$ cat config.mk
export PLATFORM = sky130hd
export DESIGN_NAME = spi_s_core
export DESIGN_NICKNAME = d
export VERILOG_FILES = /design/src/rtl/spi_pkg.sv /design/src/rtl/spi_sync_edge.sv /design/src/rtl/spi_s_core.sv
export SDC_FILE = /design/constraint.sdc
export NUM_CORES = 1
export LEC_CHECK = 0
export BUFFER_PORTS_ARGS = -buffer_cell sky130_fd_sc_hd__buf_2
export CAP_MARGIN = 20
export CORE_MARGIN = 1.5
export CORE_UTILIZATION = 50
export DETAILED_ROUTE_END_ITERATION = 8
export PLACE_DENSITY = 0.71
export SYNTH_ARGS = -nofsm -noshare
export SYNTH_HDL_FRONTEND = slang
export SYNTH_SLANG_ARGS = --single-unit
$ cat constraint.sdc
create_clock -name i_clock -period 6.32 [get_ports i_clock]
set_clock_uncertainty 0.05 [all_clocks]
set_input_delay 1.264 -clock i_clock [delete_from_list [all_inputs] [get_ports i_clock]]
set_output_delay 1.264 -clock i_clock [all_outputs]
set_load 0.1 [all_outputs]
$ cat src/rtl/spi_pkg.sv
// Shared types and constants for the SPI subordinate endpoint.
// Frame width, bit-counter width, mode struct and FSM state encoding.
package spi_pkg;

  localparam int SPI_FRAME_BITS = 8;
  localparam int SPI_CNT_W      = $clog2(SPI_FRAME_BITS);

  typedef struct packed {
    logic cpol;
    logic cpha;
  } spi_mode_t;

  typedef enum logic [1:0] {
    IDLE   = 2'd0,
    LOAD   = 2'd1,
    ACTIVE = 2'd2
  } spi_s_state_e;

  function automatic logic is_last_bit(input logic [SPI_CNT_W-1:0] cnt);
    return cnt == SPI_CNT_W'(SPI_FRAME_BITS - 1);
  endfunction

endpackage

$ cat src/rtl/spi_sync_edge.sv
// Multi-flop synchroniser for an asynchronous pin, plus one extra flop
// giving rise/fall strobes on the synchronised level.
module spi_sync_edge #(
  parameter int   STAGES    = 2,
  parameter logic RESET_VAL = 1'b0
) (
  input  logic i_clock,
  input  logic i_reset,
  input  logic i_d,
  output logic o_sync,
  output logic o_rise,
  output logic o_fall
);

  logic [STAGES-1:0] r_sync;
  logic              r_q;

  // NOTE: sequential state uses non-blocking assignments so every flop in the
  // chain samples the value from before the clock edge.
  always_ff @(posedge i_clock or posedge i_reset) begin
    if (i_reset) begin
      r_sync <= {STAGES{RESET_VAL}};
      r_q    <= RESET_VAL;
    end else begin
      r_sync <= {r_sync[STAGES-2:0], i_d};
      r_q    <= r_sync[STAGES-1];
    end
  end

  assign o_sync = r_sync[STAGES-1];
  assign o_rise = o_sync & ~r_q;
  assign o_fall = ~o_sync & r_q;

endmodule

$ cat src/rtl/spi_s_core.sv
// SPI subordinate endpoint: oversampled pins, LSB-first 8-bit frames,
// valid/ready rx/tx byte streams with sticky overrun/underrun flags.
module spi_s_core
  import spi_pkg::*;
#(
  parameter int                        SYNC_STAGES = 2,
  parameter logic [SPI_FRAME_BITS-1:0] IDLE_BYTE   = 8'hFF
) (
  input  logic                      i_clock,
  input  logic                      i_reset,
  input  logic                      i_cpol,
  input  logic                      i_cpha,
  input  logic                      i_spi_cs_n,
  input  logic                      i_spi_sck,
  input  logic                      i_spi_mosi,
  output logic                      o_spi_miso,
  output logic                      o_spi_miso_oe,
  output logic [SPI_FRAME_BITS-1:0] o_rx_data,
  output logic                      o_rx_valid,
  input  logic                      i_rx_ready,
  input  logic [SPI_FRAME_BITS-1:0] i_tx_data,
  input  logic                      i_tx_valid,
  output logic                      o_tx_ready,
  output logic                      o_overrun,
  output logic                      o_underrun,
  input  logic                      i_clr_flags
);

  spi_s_state_e              r_state, w_state_nxt;
  spi_mode_t                 r_mode;
  logic [SPI_CNT_W-1:0]      r_bit_cnt, r_sh_cnt;
  logic [SPI_FRAME_BITS-1:0] r_rx_sh, r_rx_data, r_tx_sh, r_hold;
  logic                      r_rx_done, r_rx_valid, r_hold_full, r_fresh;
  logic                      r_miso, r_overrun, r_underrun;

  logic w_cs_s, w_cs_rise, w_cs_fall;
  logic w_sck_s, w_sck_rise, w_sck_fall;
  logic w_mosi_s, w_mosi_rise, w_mosi_fall;
  logic w_lead, w_trail, w_sample_edge, w_shift_edge;
  logic w_active, w_do_sample, w_do_shift, w_hold_shift, w_reload;
  logic w_tx_take, w_rx_load, w_rx_drop;
  logic [SPI_FRAME_BITS-1:0] w_tx_byte, w_rx_next;
  logic w_unused;

  spi_sync_edge #(.STAGES(SYNC_STAGES), .RESET_VAL(1'b1)) u_sync_cs (
    .i_clock (i_clock),
    .i_reset (i_reset),
    .i_d     (i_spi_cs_n),
    .o_sync  (w_cs_s),
    .o_rise  (w_cs_rise),
    .o_fall  (w_cs_fall)
  );

  spi_sync_edge #(.STAGES(SYNC_STAGES), .RESET_VAL(1'b0)) u_sync_sck (
    .i_clock (i_clock),
    .i_reset (i_reset),
    .i_d     (i_spi_sck),
    .o_sync  (w_sck_s),
    .o_rise  (w_sck_rise),
    .o_fall  (w_sck_fall)
  );

  spi_sync_edge #(.STAGES(SYNC_STAGES), .RESET_VAL(1'b0)) u_sync_mosi (
    .i_clock (i_clock),
    .i_reset (i_reset),
    .i_d     (i_spi_mosi),
    .o_sync  (w_mosi_s),
    .o_rise  (w_mosi_rise),
    .o_fall  (w_mosi_fall)
  );

  assign w_unused = ^{w_cs_rise, w_sck_s, w_mosi_rise, w_mosi_fall};

  // Leading edge leaves the idle level; the mode is frozen once selected.
  assign w_lead        = r_mode.cpol ? w_sck_fall : w_sck_rise;
  assign w_trail       = r_mode.cpol ? w_sck_rise : w_sck_fall;
  assign w_sample_edge = r_mode.cpha ? w_trail : w_lead;
  assign w_shift_edge  = r_mode.cpha ? w_lead  : w_trail;

  assign w_active     = (r_state == ACTIVE) && !w_cs_s;
  assign w_do_sample  = w_active && w_sample_edge;
  assign w_do_shift   = w_active && w_shift_edge;
  assign w_hold_shift = r_mode.cpha && r_fresh;
  assign w_reload     = (r_state == LOAD) ||
                        (w_do_shift && (r_mode.cpha ? (r_sh_cnt == '0 && !r_fresh)
                                                    : is_last_bit(r_sh_cnt)));
  assign w_tx_byte    = r_hold_full ? r_hold : IDLE_BYTE;
  assign w_tx_take    = i_tx_valid && !r_hold_full;
  assign w_rx_next    = {w_mosi_s, r_rx_sh[SPI_FRAME_BITS-1:1]};
  assign w_rx_load    = r_rx_done && (!r_rx_valid || i_rx_ready);
  assign w_rx_drop    = r_rx_done && r_rx_valid && !i_rx_ready;

  always_ff @(posedge i_clock or posedge i_reset) begin
    if (i_reset) r_state <= IDLE;
    else         r_state <= w_state_nxt;
  end

  // NOTE: next state takes a default before the case so no latch is inferred.
  always_comb begin
    w_state_nxt = r_state;
    case (r_state)
      IDLE:    if (w_cs_fall) w_state_nxt = LOAD;
      LOAD:    w_state_nxt = ACTIVE;
      ACTIVE:  if (w_cs_s) w_state_nxt = IDLE;
      default: w_state_nxt = IDLE;
    endcase
  end

  always_ff @(posedge i_clock or posedge i_reset) begin
    if (i_reset) begin
      r_mode <= '0;
    end else if (w_cs_s) begin
      r_mode.cpol <= i_cpol;
      r_mode.cpha <= i_cpha;
    end
  end

  // NOTE: the byte registers are reset as well, so rx_data reads 0 after reset.
  always_ff @(posedge i_clock or posedge i_reset) begin
    if (i_reset) begin
      r_hold      <= '0;
      r_hold_full <= 1'b0;
      r_tx_sh     <= '0;
      r_miso      <= 1'b0;
      r_sh_cnt    <= '0;
      r_fresh     <= 1'b0;
    end else begin
      if (w_tx_take) begin
        r_hold      <= i_tx_data;
        r_hold_full <= 1'b1;
      end else if (w_reload) begin
        r_hold_full <= 1'b0;
      end
      if (w_reload) begin
        r_tx_sh <= w_tx_byte;
        r_miso  <= w_tx_byte[0];
      end else if (w_do_shift && !w_hold_shift) begin
        r_tx_sh <= r_tx_sh >> 1;
        r_miso  <= r_tx_sh[1];
      end
      // With cpha=1 the first leading edge of a frame only presents bit 0.
      if (r_state == LOAD) begin
        r_sh_cnt <= '0;
        r_fresh  <= 1'b1;
      end else if (w_do_shift) begin
        r_sh_cnt <= r_sh_cnt + 1'b1;
        r_fresh  <= 1'b0;
      end
    end
  end

  always_ff @(posedge i_clock or posedge i_reset) begin
    if (i_reset) begin
      r_bit_cnt  <= '0;
      r_rx_sh    <= '0;
      r_rx_done  <= 1'b0;
      r_rx_data  <= '0;
      r_rx_valid <= 1'b0;
      r_overrun  <= 1'b0;
      r_underrun <= 1'b0;
    end else begin
      if (!w_active)        r_bit_cnt <= '0;
      else if (w_do_sample) r_bit_cnt <= r_bit_cnt + 1'b1;
      if (w_do_sample) r_rx_sh <= w_rx_next;
      r_rx_done <= w_do_sample && is_last_bit(r_bit_cnt);
      if (w_rx_load) begin
        r_rx_data  <= r_rx_sh;
        r_rx_valid <= 1'b1;
      end else if (i_rx_ready) begin
        r_rx_valid <= 1'b0;
      end
      r_overrun  <= w_rx_drop || (r_overrun && !i_clr_flags);
      r_underrun <= (w_reload && !r_hold_full) || (r_underrun && !i_clr_flags);
    end
  end

  assign o_spi_miso    = r_miso;
  assign o_spi_miso_oe = (r_state != IDLE);
  assign o_rx_data     = r_rx_data;
  assign o_rx_valid    = r_rx_valid;
  assign o_tx_ready    = !r_hold_full;
  assign o_overrun     = r_overrun;
  assign o_underrun    = r_underrun;

endmodule

==> impl_results.md, run 1 <==
- DIE WIDTH: 72.0 µm
- Initial antenna violation count: 0
- Core ar.: 0.00447 mm²
- Gr ovfl total: 0
- First-pass GRT wire length: 7.34 mm
- Initial Utilization: 53.2%
- Synth Net Count: 207
- CTS tree: done
- Worst path arrival time: 1.39 ns
- Power per Cell Area: 353 mW/mm²
- Yosys top cell area share: 55.7%
- Leakage: 1.29 nW
- Synth Instances: 184
- CTS H-tree lvls: 2
- Vias in the first global route: 1,595
- CP startpoint kind: flop
- Gr usage total: 18.1%
- Layout area overhead: 13.6%
- Number of diodes: 0
- Worst-margin pin slew: ~0.86 ns
- PostCTS Resize Cnt: 0
- Worst skew pair latency: around 0.30 ns
- Setup_tns: 0 ns
- Num rows: 24
- Total CTS buffers: 5
- Slew Limit Fails: 0
- Final core occ: 60.4%
- Hold_buf cts: 0
- Status: completed
- DR DRC count: 0
- Vias/cell: approximately 5.8
- Post-synthesis cell type count: 37
- Die area: ~0.0052 mm²
- Number of enable flip-flop cells after synthesis: 0
- Worst r2r path cells: 4
- Routed via count: 1,569
- WL/cell: 16.0 µm
- I/O pin cnt: 32
- Crit end category: output pin
- Max clock buf depth: 2
- Sink Count: 56
- Critical path peak fanout: 9
- Synth warn: 0
- Rel. slew slack: 42.6%
- Initial DRT Pass Iterations: 4
- HPWL Detailed: 3.11 mm
- Clock root cell: clkbuf_8
- Clock transition at path regs: 0.09 ns
- Required time of the critical path: 5.01 ns
- Max cap viols: 0
- Most area-consuming cells after synthesis: dfrtp_1 (56%), mux2_2 (15%), dfstp_2 (3.3%)
- Post-synth top cells: dfrtp_1 (53), mux2_2 (31), inv_1 (7), nand2_1 (7), nor2_1 (7)
- Final layout net count: 240
- # setup viols final: 0
- Dominant cell type by area after synthesis: dfrtp_1
- Hold Crit Class: reg2reg
- Final Cycle Share: 42.8%
- Post-route ant nets: 0
- Crit path time final: 2.71 ns
- Yosys reg bits: 56
- Final wirelength: around 4.3 mm
- VDD IR max: around 160 µV
- Initial DRC count: about 170
- Mapped cell area: 0.00238 mm²
- Asr flop ratio synth: 100%
- Ys flop type: dfrtp_1
- Port bufs: 31
- Most numerous cell in the Yosys netlist: dfrtp_1
- Synthesized area per cell: 12.9 µm²
- Final Hold Fails: 0
- Fmax: 0.370 GHz
- Postcts setup bufs: 0
- Seq/Total Area, Yosys: 59.0%
- Crit Path Class: reg2out
- Die height: 72.0 µm
- Largest net degree at the start of global routing: 57
- RSZ-0062 raised after global routing: no
- Fillcell total: 368
- GP Congestion: 0.824
- Hold Path Stages: 0
- Layout cells sized above 1: 35.8%
## cells by family (layout without fill, tap and decap cells)
kind of cell | count (synthesis) | after routing | synth area share [%]
multiplexers | 35 | 35 | 16.3
adder cells (fa/ha/maj) | 5 | 5 | 2.63
flip-flops | 56 | 56 | 59.0
buffers and inverters | 14 | 48 | 2.31
AND/OR/NAND/NOR | 43 | 43 | 10.6
XOR/XNOR | 2 | 2 | 1.05
AO/OA/AOI/OAI | 29 | 29 | 8.09
## per-layer routing
layer | part of all wire (%) | global-route usage (%)
met5 | 0 | 0
met4 | 1.1 | 7.34
met3 | 6.0 | 5.69
met2 | 50 | 29.1
met1 | 42 | 23.0
## power by group
group          switching (mW)  internal, mW  leakage, nW  total (mW)
registers              0.0522         0.430        0.706       0.482
clock network           0.109         0.118       0.0552       0.226
logic                   0.147         0.100        0.530       0.247
## cells in the final DEF, fill, tap and decap left out, types with 2 or more instances in the layout
cell type,count
o211ai_1,2
nand2b_1,3
or2_2,2
o31ai_1,4
nand3_1,3
or4_1,3
mux2i_1,4
dfstp_2,3
buf_2,31
nand2_1,7
or4bb_1,2
inv_1,6
o31a_1,2
nor2b_1,5
o41ai_1,2
or3_1,2
o22ai_1,2
ha_1,5
nor3_1,3
mux2_2,31
o21ai_0,5
a31oi_1,3
a21oi_1,5
nor3b_1,2
clkbuf_8,5
dfrtp_1,53
nor2_1,7
nor4_1,2
## path summary, 6_finish.rpt
check	start	endpoint	slack [ns]
worst max-delay path	r_hold_full	o_tx_ready	3.61
worst min-delay path	u_sync_sck.r_sync[0]	u_sync_sck.r_sync[1]	0.31
worst max register to register	r_state[0]	r_tx_sh[5]	4.00
worst min register to register	u_sync_sck.r_sync[0]	u_sync_sck.r_sync[1]	0.31
max in group asynchronous	i_reset	r_hold[0]	4.88
min in group asynchronous	i_reset	r_bit_cnt[1]	0.83
## worst max-delay path: stages (launching register included)
cell,delay [ns]
dfrtp_1,0.45
clkinv_1,0.18
buf_2,0.46
## per-stage QoR
stage               hold slack, ns  cells  setup WS (ns)  power [mW]  cell area, µm²
global placement             0.288    261           3.88       0.722            2580
global route                 0.316    270           3.51        1.00            2700
detailed placement           0.288    261           3.80       0.735            2580
floorplan                    0.281    184           3.64       0.678            2380
CTS                          0.310    269           3.60       0.961            2680
finish                       0.306    270           3.61       0.955            2700
## sequential cells by signal, summed over array words and instances, names as in the netlist, 2 cells and up
signal,count
r_state,2
r_mode,2
r_bit_cnt,3
r_tx_sh,8
u_sync_sck.r_sync,2
u_sync_mosi.r_sync,2
r_hold,8
u_sync_cs.r_sync,2
o_rx_data,8
r_sh_cnt,3
r_rx_sh,8
## cell type report
cell class	instances	area [µm²]	share of cell area, %
Tap cell	52	65.1	2.41
Sequential cell	56	1410	52.0
Timing Repair Buffer	32	175	6.48
Multi-Input combinational cell	114	921	34.1
Clock buffer	6	72.6	2.68
Clock inverter	2	35.0	1.30
Inverter	8	30.0	1.11
(Power assumes the default switching activity.)
==> run 2: changes to the inputs <==
- clock period: 6.32 -> 2.58 ns (I/O delays scaled with it)
==> run 2 against run 1 <==
Via count is 1.5% higher; wire length is 1.8% higher; global-route usage is 1.1 points higher; flip-flop and latch count stayed put; die area stayed put; register-to-register slack worse by 3.5 ns; final cell count is 1.5% higher.
==> impl_results.md, run 2 (synthesis gave the netlist of run 1 again) <==
- Status: completed
- Fmax: 0.492 GHz
- Max clock buf depth: 2
- Vias/cell: ~5.8
- Max cap viols: 0
- Hold_buf cts: 0
- Initial DRT Pass Iterations: 4
- Most common cell after layout, fill and taps aside: dfrtp_1
- Total CTS buffers: 5
- RR Startpoint: r_sh_cnt[0]
- Gr ovfl total: 0
- Critical path peak fanout: 7
- Sink Count: 56
- Reg2reg end: r_tx_sh[2]
- Crit end category: flop
- Initial Utilization: 53.2%
- Initial antenna violation count: 0
- Die height: between 70 and 80 µm
- Hold Crit Class: in2async
- RSZ-0062 raised after global routing: no
- DR DRC count: 0
- Most frequent cells in the layout: dfrtp_1 (53), mux2_2 (31), buf_2 (31), nand2_1 (7), nor2_1 (7)
- Worst path arrival time: 2.18 ns
- Setup_tns: 0 ns
- Final Cycle Share: 78.8%
- VDD IR max: 419 µV
- Required time of the critical path: between 2 and 3 ns
- Gr usage total: between 10% and 20%
- Die area: 0.00518 mm²
- Clock transition at path regs: 0.09 ns
- GP Congestion: 0.854
- Initial DRC count: 119
- First-pass GRT wire length: 7.72 mm
- PostCTS Resize Cnt: 0
- Hold_ws: roughly 0.15 ns
- # setup viols final: 0
- Final wirelength: 4.41 mm
- Worst r2r path cells: 6
- Leakage: around 1.3 nW
- I/O pin cnt: 32
- Crit path time final: about 2 ns
- Worst-margin pin slew: between 0.7 and 0.8 ns
- Largest net degree at the start of global routing: 22
- Crit path from: r_sh_cnt[0]
- HPWL Detailed: 3.35 mm
- Rel. slew slack: approximately half
- Worst skew pair latency: about 0.30 ns
- WL/cell: 16.1 µm
- Final layout net count: 244
- Number of diodes: 0
- Core ar.: 0.00447 mm²
- Port bufs: 31
- Postcts setup bufs: 0
- Final Hold Fails: 0
- Slew Limit Fails: 0
- CP startpoint kind: flop
- Routed via count: between 1,500 and 2,000
- Register-to-Register Setup Slack: 0.55 ns
- Pwr Total: 2.25 mW
- Layout cells sized above 1: 36.9%
- Crit Path Class: reg2reg
- Vias in the first global route: around 1,600
- CTS H-tree lvls: 2
- CTS tree: done
- Clock root cell: clkbuf_8
- Power per Cell Area: ~830 mW/mm²
- Num rows: 24
- DIE WIDTH: 72.0 µm
- Worst setup path end: r_tx_sh[2]
- Layout area overhead: 13.3%
- Post-route ant nets: 0
run 2: cell count changes in the layout (fill, tap and decap cells not counted):
| cell | before | now |
|---|---|---|
| bufinv_16 | 1 | 0 |
| clkinvlp_4 | 0 | 1 |
| buf_4 | 0 | 5 |
| buf_12 | 1 | 0 |
run 2: worst min path at each step:
stage / endpoint / depth (start not counted) / slack (ns) / startpoint
after floorplan: u_sync_mosi.r_sync[1] / 0 / 0.28 / u_sync_mosi.r_sync[0]
after global placement: u_sync_sck.r_sync[1] / 0 / 0.28 / u_sync_sck.r_sync[0]
after detailed placement: u_sync_sck.r_sync[1] / 0 / 0.29 / u_sync_sck.r_sync[0]
after CTS: r_tx_sh[3] / 2 / 0.15 / i_reset
after global routing: r_tx_sh[3] / 2 / 0.17 / i_reset
final: u_sync_sck.r_sync[1] / 2 / 0.15 / i_reset
run 2: through the flow:
step,util [%],setup WS (ns),area (µm²),instances
5_1_grt,60.3,0.461,2700,274
6_report,60.3,0.546,2700,274
3_3_place_gp,58.4,0.617,2610,266
2_1_floorplan,-,0.494,2380,184
3_5_place_dp,58.4,0.562,2610,266
4_1_cts,60.3,0.545,2700,274
run 2: routing by layer:
| metal | share of wire, % | GRT usage (%) | routed length [µm] | vias up |
|---|---|---|---|---|
| met1 | 42 | 23.9 | 1850 | 814 |
| li1 | - | - | - | 736 |
| met3 | 4.9 | 5.42 | 216 | 6 |
| met2 | 52 | 32.9 | 2290 | 36 |
| met4 | 1.3 | 5.66 | 57 | 0 |
| met5 | 0 | 0 | 0 | - |
run 2: cell type report:
| class | count | area, µm² |
|---|---|---|
| clock buffers | 6 | 72.6 |
| clock inverters | 2 | 12.5 |
| well taps | 52 | 65.1 |
| inverters | 8 | 30.0 |
| repair buffers | 36 | 193 |
| flip-flops and latches | 56 | 1410 |
| fillers | 368 | 1780 |
| multi-input cells | 114 | 921 |
run 2: report_power, final:
part	switching [mW]	internal (mW)	total, mW
combinational	0.363	0.251	0.614
clock	0.268	0.190	0.458
sequential	0.128	1.05	1.18
total	0.759	1.49	2.25
run 2: critical path, stage by stage (launching register included):
cell and delay [ns]:
dfrtp_1 0.41, ha_1 0.20, ha_1 0.17, nor2b_1 0.19
or2_2 0.35, or4_1 0.42, o311a_1 0.14
==> run 3: changes to the inputs <==
- PLACE_DENSITY: 0.71 -> 0.74
- clock period: 2.58 -> 1.75 ns (I/O delays scaled with it)
==> run 3 against run 2 <==
The flow now finishes with violations (setup timing); first-iteration DRC count fell by 5.0%; non-clock buffer count rose by 26; critical path depth did not move; register-to-register slack got worse by 0.68 ns; wire length rose by 23%; critical path type unchanged; largest power group unchanged.
==> impl_results.md, run 3 (synthesis gave the netlist of run 1 again) <==
- CTS H-tree lvls: 2
- Final Cycle Share: 108%
- Clock transition at path regs: 0.10 ns
- Failing checks: setup timing
- Crit Path Class: reg2reg
- Gr ovfl total: 0
- Crit end category: flop
- VDD IR max: 692 µV
- Initial DRC count: 113
- Vias/cell: 5.70
- Post-route ant nets: 0
- Grt met1 use: a little under a third
- Delay of the slowest critical-path stage: between 0.4 and 0.5 ns
- Most common cell after layout, fill and taps aside: dfrtp_1
- Design Area, Final: 0.00315 mm²
- Die height: between 70 and 80 µm
- Die area: 0.00518 mm²
- CTS tree: done
- Most frequent cells in the layout: dfrtp_1 (52), buf_2 (29), buf_4 (29), mux2_2 (20), mux2_4 (11)
- Worst path arrival time: 2.04 ns
- Place WS: -0.122 ns
- Met3 GRT Util: 5.69%
- CP startpoint kind: flop
- Final wirelength: 5.43 mm
- Routed via count: 1,717
- Final layout net count: 271
- HPWL Detailed: between 3 and 4 mm
- Hold Crit Class: in2async
- Fmax: 0.531 GHz
- Status: complete, but fails checks
- I/O pin cnt: 32
- Worst skew pair latency: between 0.3 and 0.4 ns
- RSZ-0062 raised after global routing: yes
- Core ar.: 0.00447 mm²
- Max cap viols: 0
- M2 GR Usage: roughly two fifths
- Slew Limit Fails: 0
- Initial DRT Pass Iterations: 4
- Num rows: 24
- WL/cell: 18.0 µm
- Port bufs: 31
- Layout area overhead: 32.3%
- Total CTS buffers: 5
- DIE WIDTH: 72.0 µm
- Worst-path cell chain: ha_2, ha_4, nor2b_4, or2_4, or4_1, o311a_1
- Sink Count: 56
- DR DRC count: 0
- Critical path peak fanout: 5
- Largest net degree at the start of global routing: 57
- Vias in the first global route: between 1,500 and 2,000
- Clock root cell: clkbuf_8
- GP Congestion: 0.814
- # setup viols final: 17
- Critical Path Slowest Stage Cell: dfrtp_1
- Rel. slew slack: 66.6%
- Worst setup slack after layout: -0.134 ns
- Layout cells sized above 1: a little under three fifths
- Hold_buf cts: 0
- Final Hold Fails: 0
- Worst-margin pin slew: 0.499 ns
- GR peak layer: met2
- Gr usage total: 23.3%
- Required time of the critical path: ~1.9 ns
- Crit path time final: 1.88 ns
- Worst r2r path cells: 6
- First-pass GRT wire length: 9.09 mm
- Max clock buf depth: 2
- Number of diodes: 0
- Initial antenna violation count: 0
- Leakage: 1.51 nW
- Power per Cell Area: approximately 1200 mW/mm²
- Area post-placement: 0.00284 mm²
- Initial Utilization: 53.2%
## run 3: cell types whose count changed in the layout (fill, tap and decap cells not counted), sizes merged
cell,change
clkbuf,-1
buf,+26
clkinvlp,+1
nand2b,+1
## run 3: stage by stage
step | utilization [%] | setup TNS, ns | hold slack [ns] | total power, mW | std cells
6_report | 70.4 | -0.817 | 0.0510 | 3.72 | 301
5_1_grt | 70.4 | -1.87 | 0.0603 | 3.89 | 301
4_1_cts | 68.4 | -0.693 | 0.0500 | 3.60 | 299
3_5_place_dp | 63.4 | -0.537 | 0.288 | 2.77 | 289
3_3_place_gp | 63.4 | -0.402 | 0.284 | 2.73 | 289
2_1_floorplan | - | -2.16 | 0.281 | 2.46 | 184
## run 3: layout make-up
| class | instances | area [µm²] |
|---|---|---|
| clock buffers | 5 | 68.8 |
| well taps | 52 | 65.1 |
| fillers | 284 | 1320 |
| inverters | 8 | 35.0 |
| multi-input cells | 115 | 1140 |
| clock inverters | 3 | 21.3 |
| repair buffers | 62 | 417 |
| flip-flops and latches | 56 | 1410 |
## run 3: critical path, delay by kind of cell, from the launching register on
kind,cells,cell delay (ns)
flip-flops,1,0.42
AO/OA/AOI/OAI,1,0.14
AND/OR/NAND/NOR,3,0.80
adder cells (fa/ha/maj),2,0.37
## run 3: per-layer routing
metal	vias to the layer above	part of all wire, %
met5	-	0
met4	0	0.61
met3	6	4.3
met2	42	53
met1	880	42
li1	789	-
## run 3: repair_timing
| item | in CTS | in global routing |
|---|---|---|
| buffers inserted | 3 | 2 |
| gates cloned | 1 | 0 |
| setup endpoints to repair | 20 | 20 |
| pin swaps | 6 | 7 |
| resized for setup | 29 | 15 |
## run 3: final timing paths
kind | startpoint | to | slack [ns]
max | r_sh_cnt[1] | r_tx_sh[2] | -0.13
min | i_reset | r_sh_cnt[1] | 0.05
max reg2reg | r_sh_cnt[1] | r_tx_sh[2] | -0.13
min reg2reg | u_sync_mosi.r_sync[0] | u_sync_mosi.r_sync[1] | 0.31
max in group asynchronous | i_reset | u_sync_cs.r_sync[1] | 1.32
min in group i_clock | i_spi_mosi | u_sync_mosi.r_sync[0] | 0.08
## run 3: where the power goes
group	switching, mW	total [mW]	internal, mW
Sequential	0.242	1.80	1.55
Combinational	0.634	1.21	0.576
Clock	0.430	0.715	0.285
Total	1.31	3.72	2.41
